===== src/rtl/alu_decoder_rv32i.sv =====
// RV32I ALU operation decoder: instruction class + one-hot funct3 + funct7 flags -> registered ALU_op/illegal.
// Build option: define ALU_DEC_M_EXT_EN to decode the M-extension ops (MUL/DIV/REM) under funct7 == 0x01.
module alu_decoder_rv32i (
  input  logic       clk,
  input  logic       rst,
  input  logic       R,
  input  logic       I,
  input  logic       U,
  input  logic       VR,
  input  logic       abs,
  input  logic [7:0] decoded_f3,
  input  logic       f7_eq_0x0,
  input  logic       f7_eq_0x1,
  input  logic       f7_eq_0x20,
  output logic [3:0] ALU_op,
  output logic       illegal
);

  localparam int unsigned OP_W = 4;
  localparam int unsigned F3_W = 8;
  localparam int unsigned F3_IDX_W = 3;

  localparam logic [OP_W-1:0] OP_ADD    = 4'h0;
  localparam logic [OP_W-1:0] OP_SUB    = 4'h1;
  localparam logic [OP_W-1:0] OP_SLL    = 4'h2;
  localparam logic [OP_W-1:0] OP_SLT    = 4'h3;
  localparam logic [OP_W-1:0] OP_SLTU   = 4'h4;
  localparam logic [OP_W-1:0] OP_XOR    = 4'h5;
  localparam logic [OP_W-1:0] OP_SRL    = 4'h6;
  localparam logic [OP_W-1:0] OP_SRA    = 4'h7;
  localparam logic [OP_W-1:0] OP_OR     = 4'h8;
  localparam logic [OP_W-1:0] OP_AND    = 4'h9;
`ifdef ALU_DEC_M_EXT_EN
  localparam logic [OP_W-1:0] OP_MUL    = 4'hA;
  localparam logic [OP_W-1:0] OP_DIV    = 4'hB;
  localparam logic [OP_W-1:0] OP_REM    = 4'hC;
`endif
  localparam logic [OP_W-1:0] OP_PASS_B = 4'hD;
  localparam logic [OP_W-1:0] OP_ABS    = 4'hE;

  logic [F3_IDX_W-1:0] f3_idx_c;
  logic                f3_onehot_c;
  logic                f7_multi_c;
  logic [OP_W-1:0]     op_c;
  logic                illegal_c;

  // Binary funct3 index; only meaningful when decoded_f3 is one-hot
  always_comb begin
    f3_idx_c = '0;
    for (int n = 0; n < int'(F3_W); n++) begin
      if (decoded_f3[n]) f3_idx_c = F3_IDX_W'(n);
    end
  end

  assign f3_onehot_c = $onehot(decoded_f3);
  assign f7_multi_c  = (f7_eq_0x0 & f7_eq_0x1) | (f7_eq_0x0 & f7_eq_0x20) | (f7_eq_0x1 & f7_eq_0x20);

  // Class-priority decode: abs > U > R/VR > I > address generation
  always_comb begin
    op_c      = OP_ADD;
    illegal_c = 1'b0;
    if (abs) begin
      op_c = OP_ABS;
    end else if (U) begin
      op_c = OP_PASS_B;
    end else if (R || VR) begin
      if (!f3_onehot_c || f7_multi_c) begin
        illegal_c = 1'b1;
      end else if (f7_eq_0x0) begin
        case (f3_idx_c)
          3'd0:    op_c = OP_ADD;
          3'd1:    op_c = OP_SLL;
          3'd2:    op_c = OP_SLT;
          3'd3:    op_c = OP_SLTU;
          3'd4:    op_c = OP_XOR;
          3'd5:    op_c = OP_SRL;
          3'd6:    op_c = OP_OR;
          default: op_c = OP_AND;
        endcase
      end else if (f7_eq_0x20) begin
        case (f3_idx_c)
          3'd0:    op_c = OP_SUB;
          3'd5:    op_c = OP_SRA;
          default: illegal_c = 1'b1;
        endcase
      end else if (f7_eq_0x1) begin
`ifdef ALU_DEC_M_EXT_EN
        case (f3_idx_c)
          3'd0:    op_c = OP_MUL;
          3'd4:    op_c = OP_DIV;
          3'd6:    op_c = OP_REM;
          default: illegal_c = 1'b1;
        endcase
`else
        illegal_c = 1'b1;
`endif
      end else begin
        illegal_c = 1'b1;
      end
    end else if (I) begin
      if (!f3_onehot_c) begin
        illegal_c = 1'b1;
      end else begin
        // Only the shift encodings look at funct7
        case (f3_idx_c)
          3'd0: op_c = OP_ADD;
          3'd1: begin
            if (f7_eq_0x0 && !f7_multi_c) op_c = OP_SLL;
            else                           illegal_c = 1'b1;
          end
          3'd2: op_c = OP_SLT;
          3'd3: op_c = OP_SLTU;
          3'd4: op_c = OP_XOR;
          3'd5: begin
            if (f7_multi_c)      illegal_c = 1'b1;
            else if (f7_eq_0x0)  op_c = OP_SRL;
            else if (f7_eq_0x20) op_c = OP_SRA;
            else                 illegal_c = 1'b1;
          end
          3'd6:    op_c = OP_OR;
          default: op_c = OP_AND;
        endcase
      end
    end
    if (illegal_c) op_c = OP_ADD;
  end

  always_ff @(posedge clk or posedge rst) begin
    if (rst) begin
      ALU_op  <= OP_ADD;
      illegal <= 1'b0;
    end else begin
      ALU_op  <= op_c;
      illegal <= illegal_c;
    end
  end

endmodule


===== config.mk =====
export PLATFORM = sky130hd
export DESIGN_NAME = alu_decoder_rv32i
export DESIGN_NICKNAME = d
export VERILOG_FILES = /design/src/rtl/alu_decoder_rv32i.sv
export SDC_FILE = /design/constraint.sdc
export NUM_CORES = 1
export LEC_CHECK = 0
export CAP_MARGIN = 20
export CORE_AREA = 2 2 51 53
export DETAILED_ROUTE_END_ITERATION = 6
export DIE_AREA = 0 0 53 55
export GPL_ROUTABILITY_DRIVEN = 1
export PLACE_DENSITY = 0.58
export SLEW_MARGIN = 30
export SYNTH_ARGS = -nofsm -noshare
export SYNTH_HDL_FRONTEND = slang
export SYNTH_SLANG_ARGS = --single-unit

===== constraint.sdc =====
create_clock -name clk -period 0.8 [get_ports clk]
set_input_delay 0.16 -clock clk [delete_from_list [all_inputs] [get_ports clk]]
set_output_delay 0.16 -clock clk [all_outputs]
set_load 0.1 [all_outputs]

After elaboration in Yosys (flattened, before gate mapping)
Cells that the tools add are included.
{ "totals": {"reg_bits": 5, "elab_cells": 65} }
{ "op_classes": {"add_sub_neg": 7, "eq_ne": 7, "mux": 37, "n_bitwise": 5, "reduce_logical": 7} }
{ "op_table": {"columns": ["cell", "n"], "rows": [
  ["$pmux 4 s7", 2],
  ["$mux 4", 8],
  ["$mux 3", 10],
  ["$mux 1", 14],
  ["$eq 3x3->1 const B", 3],
  ["$add 1x1->2", 4],
  ["$add 2x2->3", 2],
  ["$eq 3x2->1 const B", 2],
  ["$pmux 3 s2", 1],
  ["$add 3x3->4", 1],
  ["$eq 4x1->1 const B", 1],
  ["$and 1x1->1", 3],
  ["$eq 3x1->1 const B", 1],
  ["$logic_not 3->1", 1],
  ["$logic_not 1->1", 2],
  ["$logic_or 1x1->1", 2],
  ["$mux 2", 1],
  ["$or 1x1->1", 2],
  ["$pmux 1 s2", 1],
  ["$reduce_or 2->1", 1],
  ["$logic_and 1x1->1", 1]
]} }

Longest topological paths before layout
Gate-level depths: netlist of run 1.
{ "logic_depth": {"word_depth": 17, "depth_mapped": 12, "depth_no_buf": 12} }

Least setup slack after synthesis of run 1
Ideal clock, no wire load.
{ "synth_path": {"kind": "in2reg", "startpoint": "in decoded_f3[0]", "endpoint": "reg ALU_op[2]", "setup_ns": 0.104, "t_arrival_ns": 3.013, "required_ns": 0.696, "slack_ns": -2.317, "stages": 12, "path_buffers": 0, "cell_sequence": "inv_1 fa_1 fa_1 fa_1 inv_1 ha_1 inv_1 fa_1 nand4b_1 o21ai_4 nand3_1 o311ai_1"} }
{ "synth_between": {"elab_chain_len": 11} }
{ "synth_lines": {"columns": ["item", "line", "source"], "rows": [
  ["start: declaration", "11", "input logic [7:0] decoded_f3,"],
  ["$add 1x1->2 (not written as such) (*)", "55", "assign f3_onehot_c = $onehot(decoded_f3);"],
  ["$add 2x2->3 (not written as such) (*)", "55", null],
  ["$add 3x3->4 (not written as such) (*)", "55", null],
  ["$eq 4x1->1 (*)", "55", null],
  ["$logic_not 1->1", null, null],
  ["$logic_or 1x1->1", "67", "if (!f3_onehot_c || f7_multi_c) begin"],
  ["$mux 4 or $mux 1 (tied branches)", "67", null],
  ["$mux 4 or $mux 1 (tied branches)", "66", "end else if (R || VR) begin"],
  ["$mux 4 or $mux 1 (tied branches)", "64", "end else if (U) begin"],
  ["$mux 4 or $mux 1 (tied branches)", "62", "if (abs) begin"],
  ["$mux 4 (*)", "125", "if (illegal_c) op_c = OP_ADD;"],
  ["named net op_c[2]", "44", "logic [OP_W-1:0] op_c;"],
  ["end signal: assignment", "133", "ALU_op <= op_c;"],
  ["end: declaration", "15", "output logic [3:0] ALU_op,"]
]} }
Mark *: on every way through the listed nets, which the timed path passes. The rest lies on a longest branch.

Worst setup path after layout of run 1
{ "layout_path": {"startpoint": "in decoded_f3[0]", "endpoint": "reg ALU_op[3]"} }
The elaborated chain is that of the path after synthesis.

==> impl_metrics.py, run 1 <==
metrics = {
    "run_status": {
        "status": "complete, but fails checks",
        "violations": "setup timing",
    },
    "pwr": {
        "p_leak_nw": 0.538,
        "p_per_area_nw_per_um2": 1240,
        "vdd_ir_drop_max_uv": 768,
    },
    "final_layout": {
        "drive_gt1_share_pct": 41.3,
        "final_core_util_pct": 52.2,
        "fin_area_um2": 1230,
        "fillers": 234,
        "nets": 152,
        "area_growth_pct": 78.9,
        "num_antenna_cells": 0,
        "multiInputGateArea_um2": 518,
        "regArea_um2": 140,
    },
    "logic_synthesis": {
        "synth_edf_count": 0,
        "synthTopCellsByCount": "inv_1 (18), nor2_1 (7), dfrtp_1 (5)",
        "synth_top_area_share_pct": 18.1,
        "ys_seq_elements": 5,
        "synth.largest_area_cell": "dfrtp_1",
        "ys_seq_area_share_pct": 18.1,
        "avgSynthCellArea_um2": 8.41,
        "synth_area_um2": 689,
        "yosys_most_used_dff": "dfrtp_1",
        "yosysMostFrequentCell": "inv_1",
        "ys_warn_count": 0,
        "synth_cell_types": 39,
        "synthArstFlopShare_pct": 100,
        "netlist_instances": 82,
        "synth_area_leaders": "dfrtp_1 (18%), fa_1 (12%), inv_1 (9.8%)",
        "synth_nets": 107,
    },
    "timing": {
        "setup_violations": 10,
        "slew_headroom_pct": 66.4,
        "final_hold_viol_count": 0,
        "tightest_slew_ns": 0.498,
        "rsz0062_at_grt": "true",
        "worst_hold_slack_ns": 0.119,
        "timing.final.ws_setup_ns": -2.31,
        "min_period_over_period_pct": 389,
        "tns_ns": -12.51,
        "max_freq_ghz": 0.322,
        "maxSlewViolCount": 0,
        "fin_crit_ns": 3.11,
    },
    "clock_network": {
        "clockRootBuffer": "clkbuf_4",
        "path_clk_slew_ns": 0.04,
        "cts_sinks": 5,
        "cts_tree": "built",
        "holdBufCountCts": 0,
        "cts_htree_levels": 1,
        "cts_max_path_buffers": 2,
        "numCtsBuffers": 3,
    },
    "floorplan": {
        "core_area_um2": 2360,
        "top_level_ports": 23,
        "die_w_um": 53,
        "start_util_pct": 29.2,
        "die_area_um2": 2920,
        "die_h_um": 55,
        "num_rows": 18,
    },
    "global_routing": {
        "grt_pass1_vias": 790,
        "grt_max_degree": 10,
        "grt_usage_pct": 15.6,
        "antenna_found_initial": 0,
        "overflow": 0,
        "grt_pass1_wl_um": 3250,
    },
    "detailed_routing": {
        "wirelength_um": 1940,
        "drc": 0,
        "via_per_inst": 4.96,
        "vias": 774,
        "drt.antenna.violating_nets": 0,
        "wl_per_cell_um": 12.4,
        "first_pass_iters": 4,
        "drt_first_iter_violations": 18,
    },
    "critical_path": {
        "timing.critical_path.cells": "buf_8 -> inv_8 -> fa_1 -> fa_1 -> fa_1 -> inv_1 -> ha_2 -> inv_2 -> fa_1 -> nand4b_1 -> o21ai_4 -> buf_4 -> buf_6 -> a311o_1",
        "crit_path_start_kind": "primary input",
        "cpMaxStageDelayCell": "fa_1",
        "crit_path_max_incr_delay_ns": 0.54,
        "crit_required_ns": 0.92,
        "path_class": "primary input to register",
        "end_kind": "register",
        "cp.arrival_ns": 3.22,
        "cp_max_fo": 6,
        "timing.critical_path.mode_cell": "fa_1",
    },
    "placed_design": {
        "gp_congestion": 0.929,
        "io_buffer_count": 22,
        "dpl_cell_area_um2": 1150,
        "dp_hpwl_um": 1670,
    },
    "worst_hold_path": {
        "hold_path.class": "primary input to asynchronous set/reset pin",
    },
    "run": {
        "maxCapViolCount": 0,
    },
}
[metrics by stage]
step | instances | total power, W | setup WS, ns
final | 156 | 0.00154 | -2.31
after global placement | 150 | 0.00114 | -2.96
after CTS | 155 | 0.00150 | -2.48
after global routing | 156 | 0.00166 | -2.43
after floorplan | 82 | 0.000791 | -2.26
after detailed placement | 150 | 0.00115 | -3.00
[worst max path at each step]
stage	from	end	slack (ns)	depth (start not counted)
floorplan	decoded_f3[0]	ALU_op[2]	-2.26	12
global placement	decoded_f3[0]	ALU_op[0]	-2.96	13
detailed placement	decoded_f3[0]	ALU_op[1]	-3.00	13
CTS	decoded_f3[0]	ALU_op[2]	-2.48	13
global route	decoded_f3[0]	ALU_op[1]	-2.43	14
finish	decoded_f3[0]	ALU_op[3]	-2.31	14
[placed cells by master (no fill, tap or decap), types with 2 or more instances in the layout]
master,netlist,final
and3_1,2,2
buf_6,1,3
clkbuf_4,0,3
buf_4,1,19
fa_1,4,4
nor3_1,3,3
clkdlybuf4s50_1,0,14
nor2_1,7,7
nand4b_1,2,2
nor4b_1,2,2
or2b_1,2,2
inv_1,18,13
o21ai_0,2,2
dfrtp_4,0,4
inv_2,0,4
buf_12,0,5
ha_1,3,2
[state kept, by name, summed over array words and instances, names as in the netlist]
register and flops:
ALU_op 4, illegal 1
[layout make-up]
class	count	share of cell area (%)
multi-input cells	56	42.0
repair buffers	43	35.4
flip-flops and latches	5	11.4
inverters	18	6.09
well taps	30	3.04
clock buffers	4	2.13
[metal layers]
metal | share of wire, % | vias up | wire length (um) | global-route usage [%]
met5 | 0 | - | 0 | 0
met4 | 2.2 | 0 | 42 | 8.12
met3 | 5.7 | 6 | 110 | 2.42
met2 | 56 | 31 | 1080 | 32.7
met1 | 37 | 355 | 708 | 14.1
li1 | - | 382 | - | -
[critical path: cells and delay by family]
family | cells | cell delay [ns]
compound gates | 2 | 0.41
fa+ha+maj | 5 | 2.03
buf+inv | 6 | 0.44
simple gates | 1 | 0.17
[cell families (layout without fill, tap and decap cells)]
kind of cell / count (synthesis) / count (layout) / share of synthesized area [%]
and+or+nand+nor: 28 / 28 / 25.6
buffers and inverters: 21 / 65 / 13.2
adders and majority gates: 7 / 7 / 17.1
AOI/OAI and AO/OA: 20 / 20 / 24.7
xor gates and xnor gates: 1 / 1 / 1.27
DFF: 5 / 5 / 18.1
[where the power goes]
part           switching, W  internal [W]
clock network     0.0000966      0.000188
logic              0.000486      0.000473
registers         0.0000128      0.000278
[repair_timing]
action | CTS | global route
endpoints found under the setup margin | 10 | 10
gates resized for setup | 20 | 7
cloned | 0 | 0
setup buffers | 1 | 2
pin swaps | 13 | 11
Power figures use the tool's default switching activity.
==> inputs of run 2 (changes only) <==
--- a/config.mk
+++ b/config.mk
@@ -10,7 +10,7 @@
 export DETAILED_ROUTE_END_ITERATION = 6
 export DIE_AREA = 0 0 53 55
 export GPL_ROUTABILITY_DRIVEN = 1
-export PLACE_DENSITY = 0.58
+export PLACE_DENSITY = 0.56
 export SLEW_MARGIN = 30
 export SYNTH_ARGS = -nofsm -noshare
 export SYNTH_HDL_FRONTEND = slang
==> run 2 against run 1 <==
Compared with the run above: the run still ends with setup timing left; sequential power about the same; first-iteration DRC count decreased by 50%; power increased by 2.1%; global-route usage decreased by 1.0 points.
==> impl_metrics.py, run 2 (synthesis gave the netlist of run 1 again) <==
metrics = {
    "pwr": {
        "p_per_area_nw_per_um2": 1270,
        "intPower_w": 0.000957,
        "vdd_ir_drop_max_uv": 1060,
        "swShare_pct": 38.9,
        "power_frac_clock_pct": 18.8,
        "p_leak_nw": 0.537,
        "combPwrFrac_pct": 62.6,
        "power.switching_w": 0.000611,
        "seq_power_share_pct": 18.6,
    },
    "global_routing": {
        "antenna_found_initial": 0,
        "grt_pass1_vias": 801,
        "grt_pass1_wl_um": 3120,
        "grt_usage_pct": 14.5,
        "overflow": 0,
        "grt_max_degree": 10,
    },
    "detailed_routing": {
        "wirelength_um": 1930,
        "vias": 795,
        "via_per_inst": 5.13,
        "drc": 0,
        "first_pass_iters": 4,
        "wl_per_cell_um": 12.4,
        "drt_first_iter_violations": 9,
        "drt.antenna.violating_nets": 0,
    },
    "critical_path": {
        "startpoint": "decoded_f3[1]",
        "timing.critical_path.mode_cell": "fa_1",
        "end_kind": "register",
        "crit_required_ns": 0.96,
        "crit_path_start_kind": "primary input",
        "cpMaxStageDelayCell": "fa_1",
        "path_class": "primary input to register",
        "crit_path_max_incr_delay_ns": 0.54,
        "timing.critical_path.cells": "buf_8 -> inv_4 -> fa_1 -> fa_1 -> fa_1 -> inv_1 -> ha_2 -> inv_2 -> fa_1 -> nand4b_1 -> o21ai_4 -> buf_6 -> o2111ai_2 -> a31oi_1",
        "cp.arrival_ns": 3.19,
        "cp_max_fo": 5,
    },
    "placed_design": {
        "dp_hpwl_um": 1590,
        "io_buffer_count": 22,
        "gp_congestion": 0.897,
        "placedCellCount": 149,
    },
    "final_layout": {
        "nets": 151,
        "final_core_util_pct": 52.1,
        "drive_gt1_share_pct": 40.8,
        "regMostFlops": "ALU_op",
        "instances_no_fill": 155,
        "area_growth_pct": 78.8,
        "final_common_cell": "buf_4",
        "largest_reg_flops": 4,
        "final_cell_mix": "buf_4 (17), clkdlybuf4s50_1 (14), inv_1 (13)",
        "reg.largest.list": "ALU_op (4), illegal (1)",
        "fillers": 218,
        "num_antenna_cells": 0,
    },
    "timing": {
        "rsz0062_at_grt": "true",
        "maxSlewViolCount": 0,
        "tightest_slew_ns": 0.478,
        "min_period_over_period_pct": 379,
        "max_freq_ghz": 0.330,
        "fin_crit_ns": 3.03,
        "setup_violations": 10,
        "final_hold_viol_count": 0,
        "timing.final.ws_setup_ns": -2.23,
        "slew_headroom_pct": 67.9,
    },
    "floorplan": {
        "core_area_um2": 2360,
        "top_level_ports": 23,
        "die_area_um2": 2920,
        "start_util_pct": 29.2,
        "die_h_um": 55,
        "num_rows": 18,
        "die_w_um": 53,
    },
    "clock_network": {
        "clockRootBuffer": "clkbuf_4",
        "cts_max_path_buffers": 2,
        "cts_sinks": 5,
        "cts_tree": "built",
        "holdBufCountCts": 0,
        "numCtsBuffers": 3,
        "cts_htree_levels": 1,
        "path_clk_slew_ns": 0.04,
    },
    "run_status": {
        "status": "complete, but fails checks",
        "violations": "setup timing",
    },
    "worst_hold_path": {
        "hold_path.class": "primary input to asynchronous set/reset pin",
    },
    "run": {
        "maxCapViolCount": 0,
    },
}
run 2: cell count changes in the layout (fill, tap and decap cells not counted), sizes merged:
cell and delta:
buf -1
run 2: critical path: cells and delay by family:
| kind | cells | cell delay (ns) |
|---|---|---|
| AO/OA/AOI/OAI | 3 | 0.48 |
| buffers and inverters | 5 | 0.36 |
| AND/OR/NAND/NOR | 1 | 0.14 |
| adder cells (fa/ha/maj) | 5 | 2.06 |
run 2: final timing paths:
path | slack [ns] | end
max | -2.23 | ALU_op[0]
min | 0.12 | illegal
max in group asynchronous | 0.49 | ALU_op[0]
min in group clk | 0.47 | ALU_op[2]
run 2: final cells by class:
| class | count | area [um^2] | share of cell area (%) |
|---|---|---|---|
| Clock buffer | 4 | 26.3 | 2.13 |
| Inverter | 18 | 77.6 | 6.29 |
| Multi-Input combinational cell | 56 | 508 | 41.2 |
| Sequential cell | 5 | 140 | 11.4 |
| Tap cell | 30 | 37.5 | 3.05 |
| Timing Repair Buffer | 42 | 443 | 35.9 |
run 2: power by group through the flow:
stage               Clock, W  Sequential, W  Combinational, W
floorplan                  0       0.000406          0.000385
global placement           0       0.000295          0.000838
detailed placement         0       0.000296          0.000848
CTS                 0.000303       0.000292          0.000943
global route        0.000321       0.000293           0.00106
finish              0.000295       0.000292          0.000981
run 2: per-stage QoR:
step / power (W) / setup slack, ns / hold WS [ns] / area [um^2] / TNS, ns
detailed placement: 0.00114 / -3.02 / 0.386 / 1140 / -14.79
global placement: 0.00113 / -2.96 / 0.374 / 1140 / -14.62
CTS: 0.00154 / -2.42 / 0.128 / 1200 / -13.19
finish: 0.00157 / -2.23 / 0.117 / 1230 / -12.25
global route: 0.00168 / -2.38 / 0.137 / 1230 / -13.02
floorplan: 0.000791 / -2.26 / -0.0614 / 719 / -11.31
run 2: metal layers:
layer	GRT usage, %	share of wire [%]	vias to the layer above
met5	0	0	-
met4	9.40	3.6	0
met3	1.88	5.3	8
met2	28.1	54	29
met1	14.6	37	377
li1	-	-	381
run 2: what timing repair did:
item / CTS / global route
endpoints found under the setup margin: 10 / 10
gates resized for setup: 21 / 8
buffers inserted: 3 / 0
pin swaps: 9 / 10
==> inputs of run 3 (changes only) <==
--- a/config.mk
+++ b/config.mk
@@ -11,7 +11,6 @@
 export DIE_AREA = 0 0 53 55
 export GPL_ROUTABILITY_DRIVEN = 1
 export PLACE_DENSITY = 0.56
-export SLEW_MARGIN = 30
 export SYNTH_ARGS = -nofsm -noshare
 export SYNTH_HDL_FRONTEND = slang
 export SYNTH_SLANG_ARGS = --single-unit
==> results of run 3 <==
No change in the layout: final DEF, timing and power equal those of run 2.
